`config.mk`:
```
export PLATFORM = sky130hd
export DESIGN_NAME = stream_rr_arbiter
export DESIGN_NICKNAME = d
export VERILOG_FILES = /design/src/rtl/stream_arb_pkg.sv /design/src/rtl/stream_rr_arbiter_picker.sv /design/src/rtl/stream_rr_arbiter.sv
export SDC_FILE = /design/constraint.sdc
export NUM_CORES = 1
export LEC_CHECK = 0
export ABC_AREA = 1
export CORE_MARGIN = 2
export CORE_UTILIZATION = 40
export DETAILED_ROUTE_END_ITERATION = 16
export PLACE_DENSITY = 0.88
export SYNTH_ARGS = -nofsm -noshare
export SYNTH_HDL_FRONTEND = slang
export SYNTH_SLANG_ARGS = --single-unit
```
`constraint.sdc`:
```
create_clock -name i_clock -period 4 [get_ports i_clock]
set_clock_uncertainty 0.15 [all_clocks]
set_input_delay 0.6 -clock i_clock [delete_from_list [all_inputs] [get_ports i_clock]]
set_output_delay 0.6 -clock i_clock [all_outputs]
set_load 0.05 [all_outputs]
```
`src/rtl/stream_arb_pkg.sv`:
```
// ============================================================================
// stream_arb_pkg - shared types and helpers for the stream round-robin arbiter
// Rev 1.0
// ============================================================================
`default_nettype none

package stream_arb_pkg;

  typedef enum logic [0:0] {
    IDLE  = 1'b0,
    GRANT = 1'b1
  } state_t;

  // Index width that stays legal (>= 1 bit) even for tiny requester counts.
  function automatic int clog2_min1(input int n);
    return (n <= 2) ? 1 : $clog2(n);
  endfunction

endpackage

`default_nettype wire

```
`src/rtl/stream_rr_arbiter_picker.sv`:
```
// ============================================================================
// rr_priority_picker - combinational first-set search starting at a pointer
// Rev 1.0
// ============================================================================
`default_nettype none

module rr_priority_picker
  import stream_arb_pkg::*;
#(
  parameter int NUM_REQ = 4,
  parameter int IDW     = clog2_min1(NUM_REQ)
) (
  input  logic [NUM_REQ-1:0] req,
  input  logic [IDW-1:0]     ptr,
  output logic [IDW-1:0]     winner,
  output logic               any_valid
);

  localparam int SW = IDW + 1;

  logic [2*NUM_REQ-1:0] doubled;
  logic [NUM_REQ-1:0]   window;
  logic [SW-1:0]        offset;
  logic [SW-1:0]        sum;
  logic                 found;

  // Rotating the doubled vector puts the pointer position at bit 0.
  assign doubled   = {req, req};
  assign window    = NUM_REQ'(doubled >> ptr);
  assign any_valid = |req;

  always_comb begin
    offset = '0;
    found  = 1'b0;
    for (int i = 0; i < NUM_REQ; i++) begin
      if (!found && window[i]) begin
        offset = SW'(i);
        found  = 1'b1;
      end
    end
    sum = {1'b0, ptr} + offset;
    if (sum >= SW'(NUM_REQ)) begin
      sum = sum - SW'(NUM_REQ);
    end
    winner = sum[IDW-1:0];
  end

endmodule

`default_nettype wire

```
`src/rtl/stream_rr_arbiter.sv`:
```
// ============================================================================
// stream_rr_arbiter - packet-level round-robin arbiter with registered output;
// optional grant-revoke timeout enabled by defining STREAM_ARB_TIMEOUT_EN. Rev 1.0
// ============================================================================
`default_nettype none

module stream_rr_arbiter
  import stream_arb_pkg::*;
#(
  parameter int WIDTH          = 16,
  parameter int NUM_REQ        = 4,
  parameter int TIMEOUT_CYCLES = 64
) (
  input  logic                             i_clock,
  input  logic                             i_reset,
  input  logic [NUM_REQ*WIDTH-1:0]         i_req_data,
  input  logic [NUM_REQ-1:0]               i_req_valid,
  input  logic [NUM_REQ-1:0]               i_req_last,
  output logic [NUM_REQ-1:0]               o_req_ready,
  output logic [WIDTH-1:0]                 o_out_data,
  output logic                             o_out_valid,
  output logic                             o_out_last,
  input  logic                             i_out_ready,
  output logic [clog2_min1(NUM_REQ)-1:0]   o_grant_id,
  output logic                             o_busy
`ifdef STREAM_ARB_TIMEOUT_EN
  ,output logic                            o_timeout
`endif
);

  localparam int IDW = clog2_min1(NUM_REQ);

  state_t           state;
  logic [IDW-1:0]   rr_ptr;
  logic [IDW-1:0]   winner;
  logic [IDW-1:0]   next_ptr;
  logic             any_valid;
  logic             load_ok;
  logic             sel_valid;
  logic             sel_last;
  logic [WIDTH-1:0] sel_data;
  logic             accept;
  logic             timeout_hit;

  rr_priority_picker #(
    .NUM_REQ (NUM_REQ),
    .IDW     (IDW)
  ) u_picker (
    .req       (i_req_valid),
    .ptr       (rr_ptr),
    .winner    (winner),
    .any_valid (any_valid)
  );

  assign load_ok   = !o_out_valid || i_out_ready;
  assign sel_valid = i_req_valid[o_grant_id];
  assign sel_last  = i_req_last[o_grant_id];
  assign sel_data  = i_req_data[int'(o_grant_id)*WIDTH +: WIDTH];
  assign accept    = (state == GRANT) && sel_valid && load_ok;
  assign next_ptr  = (o_grant_id == IDW'(NUM_REQ - 1)) ? '0 : o_grant_id + IDW'(1);
  assign o_busy    = (state == GRANT);

  always_comb begin
    o_req_ready = '0;
    if (state == GRANT && load_ok) begin
      o_req_ready[o_grant_id] = 1'b1;
    end
  end

`ifdef STREAM_ARB_TIMEOUT_EN
  localparam int TW = $clog2(TIMEOUT_CYCLES + 1);

  logic [TW-1:0] idle_cnt;

  // Fires on the edge that would complete TIMEOUT_CYCLES stalled grant cycles.
  assign timeout_hit = (state == GRANT) && !accept && (idle_cnt == TW'(TIMEOUT_CYCLES - 1));

  always_ff @(posedge i_clock) begin
    if (i_reset) begin
      idle_cnt  <= '0;
      o_timeout <= 1'b0;
    end else begin
      o_timeout <= timeout_hit;
      if (state != GRANT || accept || timeout_hit) begin
        idle_cnt <= '0;
      end else begin
        idle_cnt <= idle_cnt + TW'(1);
      end
    end
  end
`else
  assign timeout_hit = 1'b0;
`endif

  always_ff @(posedge i_clock) begin
    if (i_reset) begin
      state       <= IDLE;
      rr_ptr      <= '0;
      o_grant_id  <= '0;
      o_out_data  <= '0;
      o_out_valid <= 1'b0;
      o_out_last  <= 1'b0;
    end else begin
      case (state)
        IDLE: begin
          if (any_valid) begin
            o_grant_id <= winner;
            state      <= GRANT;
          end
        end
        GRANT: begin
          if ((accept && sel_last) || timeout_hit) begin
            state  <= IDLE;
            rr_ptr <= next_ptr;
          end
        end
        default: state <= IDLE;
      endcase

      if (accept) begin
        o_out_valid <= 1'b1;
        o_out_data  <= sel_data;
        o_out_last  <= sel_last;
      end else if (timeout_hit && load_ok) begin
        // Terminate the abandoned packet downstream with an empty last beat.
        o_out_valid <= 1'b1;
        o_out_data  <= '0;
        o_out_last  <= 1'b1;
      end else if (load_ok) begin
        o_out_valid <= 1'b0;
        o_out_last  <= 1'b0;
      end
    end
  end

endmodule

`default_nettype wire

```
-- Word level (Yosys, flattened, before mapping)
Index checks and enable logic that the tools add are counted.
- muxes and demuxes: 21
- equal/unequal tests: 1
- divide/modulo/power cells: 0
- magnitude comparators: 3
- reduce and logical (&&, ||, !) cells: 17
- add/sub/neg operators: 3
- shifts and indexed selects: 2
- multiply operators: 0
- bitwise logic cells: 1
- operators by type and width (cell ; count):
    $shiftx A64 B7 Y16 ; 1
    $mux W1 ; 12
    $logic_and A1 B1 Y1 ; 8
    $mux W2 ; 4
    $shr A8 B2 Y4 ; 1
    $bmux W1 S2 ; 2
    $logic_not A1 Y1 ; 4
    $mux W4 ; 1
    $reduce_and A2 Y1 ; 2
    $reduce_or A4 Y1 ; 1
    $add A2 B2 Y3 ; 1
    $ge A3 B3 Y1 const B ; 1
    $lt A2 B3 Y1 const B ; 1
    $add A2 B1 Y2 const B ; 1
    $demux W1 S2 ; 1
    $eq A2 B2 Y1 const B ; 1
    $ge A2 B1 Y1 const B ; 1
    $pmux W1 S2 ; 1
    $reduce_bool A2 Y1 ; 1
    $sub A2 B1 Y2 const B ; 1
    $logic_or A1 B1 Y1 ; 1
    $not A1 Y1 ; 1
- output and inout bits: 25
- bits in writable memories: 0
- register bits after elaboration: 23
- logic and storage cells: 54
- memories kept: 0
- memory bits (read-only): 0
- bits in latches: 0

-- Logic depth before layout (Yosys ltp)
- word-level depth: 14
- depth in mapped cells: 13

-- Cells and area by module
From an unflattened synthesis, not the netlist that was laid out.
- cells, all modules: 269
- area total of the unflattened synthesis: 1671.6 µm²
- modules (own cells, without submodules) (module ; area each (µm²) ; cells each ; sequential area each (µm²) ; times used):
    stream_rr_arbiter ; 1500.2 ; 234 ; 460.4 ; 1
    rr_priority_picker ; 171.4 ; 35 ; 0.0 ; 1

-- Worst setup path before layout
No wires, ideal clock.
- path type: register to output
- start: reg o_grant_id[1]
- end: out o_req_ready[1]
- cell stages (with the launch flop): 8
- data arrival time: 1.850 ns
- slack: 1.400 ns
- cell sequence: dfxtp_1 buf_4 inv_1 buf_6 buf_6 ha_1 inv_1 nor2_1
- cells in the longest elaborated chain, start to end: 5
- elaborated cells on any way between the ends: 6
- ends and longest elaborated chain (element ; RTL line ; RTL):
    start, declared ; stream_rr_arbiter.sv:24 ; output logic [clog2_min1(NUM_REQ)-1:0] o_grant_id,
    start signal, assigned ; stream_rr_arbiter.sv:107 ; o_grant_id <= winner;
    $lt A2 B3 Y1 (implied by the code) or $ge A2 B1 Y1 (tied branches) ; stream_rr_arbiter.sv:66 ; o_req_ready[o_grant_id] = 1'b1;
    $logic_and A1 B1 Y1 (implied by the code) ; stream_rr_arbiter.sv:66 ;
    $mux W1 (implied by the code) ; stream_rr_arbiter.sv:66 ;
    $demux W1 S2 * ; stream_rr_arbiter.sv:66 ;
    $mux W4 * ; stream_rr_arbiter.sv:65 ; if (state == GRANT && load_ok) begin
    end, declared ; stream_rr_arbiter.sv:19 ; output logic [NUM_REQ-1:0] o_req_ready,
Mark *: on every way between the ends. The rest lies on a longest branch, timed or not.

-- Worst setup path after layout
- start: reg o_grant_id[0]
- end: out o_req_ready[2]
Same word-level chain as after synthesis.

==> flow_metrics.env <==
export IMPL_drive_gt1_frac=0.0461
export IMPL_fillerInstances=365
export IMPL_cts_tree="built"
export IMPL_period_minus_slack_ns=3.25
export IMPL_cellLeakagePower_nw=1.06
export IMPL_critPathArrivalTime_ns=2.50
export IMPL_initial_core_util=0.412
export IMPL_boundaryPins=100
export IMPL_post_cts_setup_buffers=0
export IMPL_clkPwrFrac=0.159
export IMPL_diodes=0
export IMPL_grt_met3_usage=0.0214
export IMPL_vias=2009
export IMPL_cp_max_fo=37
export IMPL_final_common_cell="clkdlybuf4s50_1"
export IMPL_grt_pass1_wl_mm=8.07
export IMPL_hold_ws_ns=0.333
export IMPL_ir_drop_v=0.000153
export IMPL_power_frac_seq=0.320
export IMPL_die_w_um=68.0
export IMPL_area_growth_pct=60.5
export IMPL_post_route_period_util=0.813
export IMPL_clock_sinks=23
export IMPL_drv_slew=0
export IMPL_tightest_slew_ns=0.799
export IMPL_syn_inst=257
export IMPL_fp_row_count=23
export IMPL_cp_end_kind="output port"
export IMPL_detail_route_vias_per_cell=5.06
export IMPL_final_seq_area_um2=460
export IMPL_gr_usage_met2=0.422
export IMPL_first_iter_violations=158
export IMPL_worst_ep_required_time_ns=3.25
export IMPL_wire_per_inst_um=13.1
export IMPL_yosys_area_share_xor_xnor=0.00535
export IMPL_total_power_mw=0.888
export IMPL_fmax_ghz=0.307
export IMPL_cp_start_kind="flop"
export IMPL_holdBufCountCts=0
export IMPL_synth_compound_area_frac=0.260
export IMPL_finalNetCount=428
export IMPL_cap_violations=0
export IMPL_yosys_area_share_simple=0.293
export IMPL_core_mm2=0.00397
export IMPL_syn_nets=337
export IMPL_dieArea_mm2=0.00462
export IMPL_die_y_um=68.0
export IMPL_grt_overflow=0
export IMPL_finalSetupViolations=0
export IMPL_max_slew_margin_rel=0.467
export IMPL_cts_path_max_buffers=2
export IMPL_drc=0
export IMPL_hold_class="flop to flop"
export IMPL_clockRootBuffer="clkbuf_8"
export IMPL_htree_num_levels=1
export IMPL_port_buffers=99
export IMPL_criticalPathCategory="flop to output port"
export IMPL_ys_seq_area_frac=0.281
export IMPL_busiest_layer="met2"
export IMPL_synth_cell_types=27
export IMPL_use_met1=0.271
export IMPL_cts_resized=0
export IMPL_status="finished clean"
export IMPL_rrSetupSlack_ns=1.94
export IMPL_synth_fa_ha_area_frac=0.0382
export IMPL_syn_avg_cell_area_um2=6.37
export IMPL_grt_max_degree=38
export IMPL_p_comb_frac=0.521
export IMPL_p_per_area_mw_per_mm2=338
export IMPL_syn_area_mm2=0.00164
export IMPL_finalWeightedCongestion=0.811
export IMPL_first_global_vias=1785
export IMPL_stdcell_area_mm2=0.00263
export IMPL_synthMuxAreaShare=0
export IMPL_postRouteAntennaNets=0
export IMPL_synth_seq_cells=23
export IMPL_rsz0062_at_grt="no"
export IMPL_tns_ns=0
export IMPL_multi_input_area_um2=976
export IMPL_clock_latency_ns=0.26
export IMPL_synth_top_family_by_area="simple AND/OR/NAND/NOR gates"
export IMPL_dpl_instance_area_mm2=0.00258
export IMPL_drt_pass1_iterations=7
export IMPL_layout_common_cells="clkdlybuf4s50_1 (99), nor2_1 (69), o21ai_0 (40)"
export IMPL_switching_share=0.421
export IMPL_power_switching_mw=0.373
export IMPL_cts_buffers=3
export IMPL_dp_hpwl_mm=4.08
export IMPL_wirelength_mm=5.20
export IMPL_clk_pin_slew_ns=0.08
export IMPL_track_usage=0.230
export IMPL_p_int_mw=0.514
export IMPL_synth_warnings=0
export IMPL_antenna_found_initial=0
export IMPL_hold_viol_final=0
synth_stat cells (all sizes together):
| library cell | count | area share |
|---|---|---|
| clkbuf | 3 | 0.0076 |
| a31oi | 1 | 0.0038 |
| a21boi | 1 | 0.0046 |
| inv | 18 | 0.046 |
| o211ai | 1 | 0.0076 |
| o21ai | 51 | 0.16 |
| nor2 | 72 | 0.17 |
| xnor2 | 1 | 0.0054 |
| ha | 5 | 0.038 |
| o22ai | 16 | 0.061 |
| buf | 12 | 0.069 |
| dfxtp | 23 | 0.28 |
| nand3 | 14 | 0.046 |
| a21oi | 8 | 0.027 |
| nand2 | 31 | 0.077 |
stage by stage:
stage | worst slack, ns | cells | utilization
floorplan | 1.40 | 257 | -
global placement | 1.07 | 393 | 0.650
detailed placement | 1.00 | 393 | 0.650
CTS | 0.764 | 397 | 0.661
global route | 0.599 | 397 | 0.661
finish | 0.746 | 397 | 0.661
kinds of logic (layout without fill, tap and decap cells):
group                      count (synthesis)  after routing
and+or+nand+nor                          117            117
DFF                                       23             23
adders and majority gates                  5              5
xor gates and xnor gates                   1              1
buffers and inverters                     33            123
AOI/OAI and AO/OA                         78             78
power groups by stage:
stage / Combinational (mW) / Sequential (mW) / Clock [mW]
finish: 0.463 / 0.284 / 0.141
detailed placement: 0.462 / 0.289 / 0
floorplan: 0.224 / 0.372 / 0
global route: 0.505 / 0.288 / 0.150
CTS: 0.463 / 0.284 / 0.142
global placement: 0.456 / 0.287 / 0
final timing paths:
path              cells after the start        endpoint           from
setup / recovery                      5  o_req_ready[2]  o_grant_id[0]
hold reg to reg                       2   o_out_data[8]  o_out_data[8]
hold / removal                        2   o_out_data[8]  o_out_data[8]
setup reg to reg                      8       rr_ptr[1]  o_grant_id[0]
metal layers:
metal | share of wire | routed length (µm)
met1 | 0.40 | 2060
met3 | 0.050 | 260
met2 | 0.53 | 2750
met5 | 0 | 0
met4 | 0.023 | 119
worst max-delay path, stage by stage (launching register included):
cell and delay, ns:
dfxtp_1 0.85, inv_4 0.30, ha_1 0.30, inv_1 0.05, nor2_1 0.04, clkdlybuf4s50_1 0.70
registers in the layout (all words and copies together) (netlist names):
| name | flops |
|---|---|
| o_busy | 1 |
| o_out_valid | 1 |
| o_out_data | 16 |
| o_out_last | 1 |
| rr_ptr | 2 |
| o_grant_id | 2 |
cell type report:
cell class	instances	share of cell area
inverters	18	0.0286
flip-flops and latches	23	0.175
well taps	50	0.0238
clock buffers	3	0.0157
multi-input cells	201	0.372
clock inverters	1	0.00191
repair buffers	101	0.383
Power figures use the tool's default switching activity.
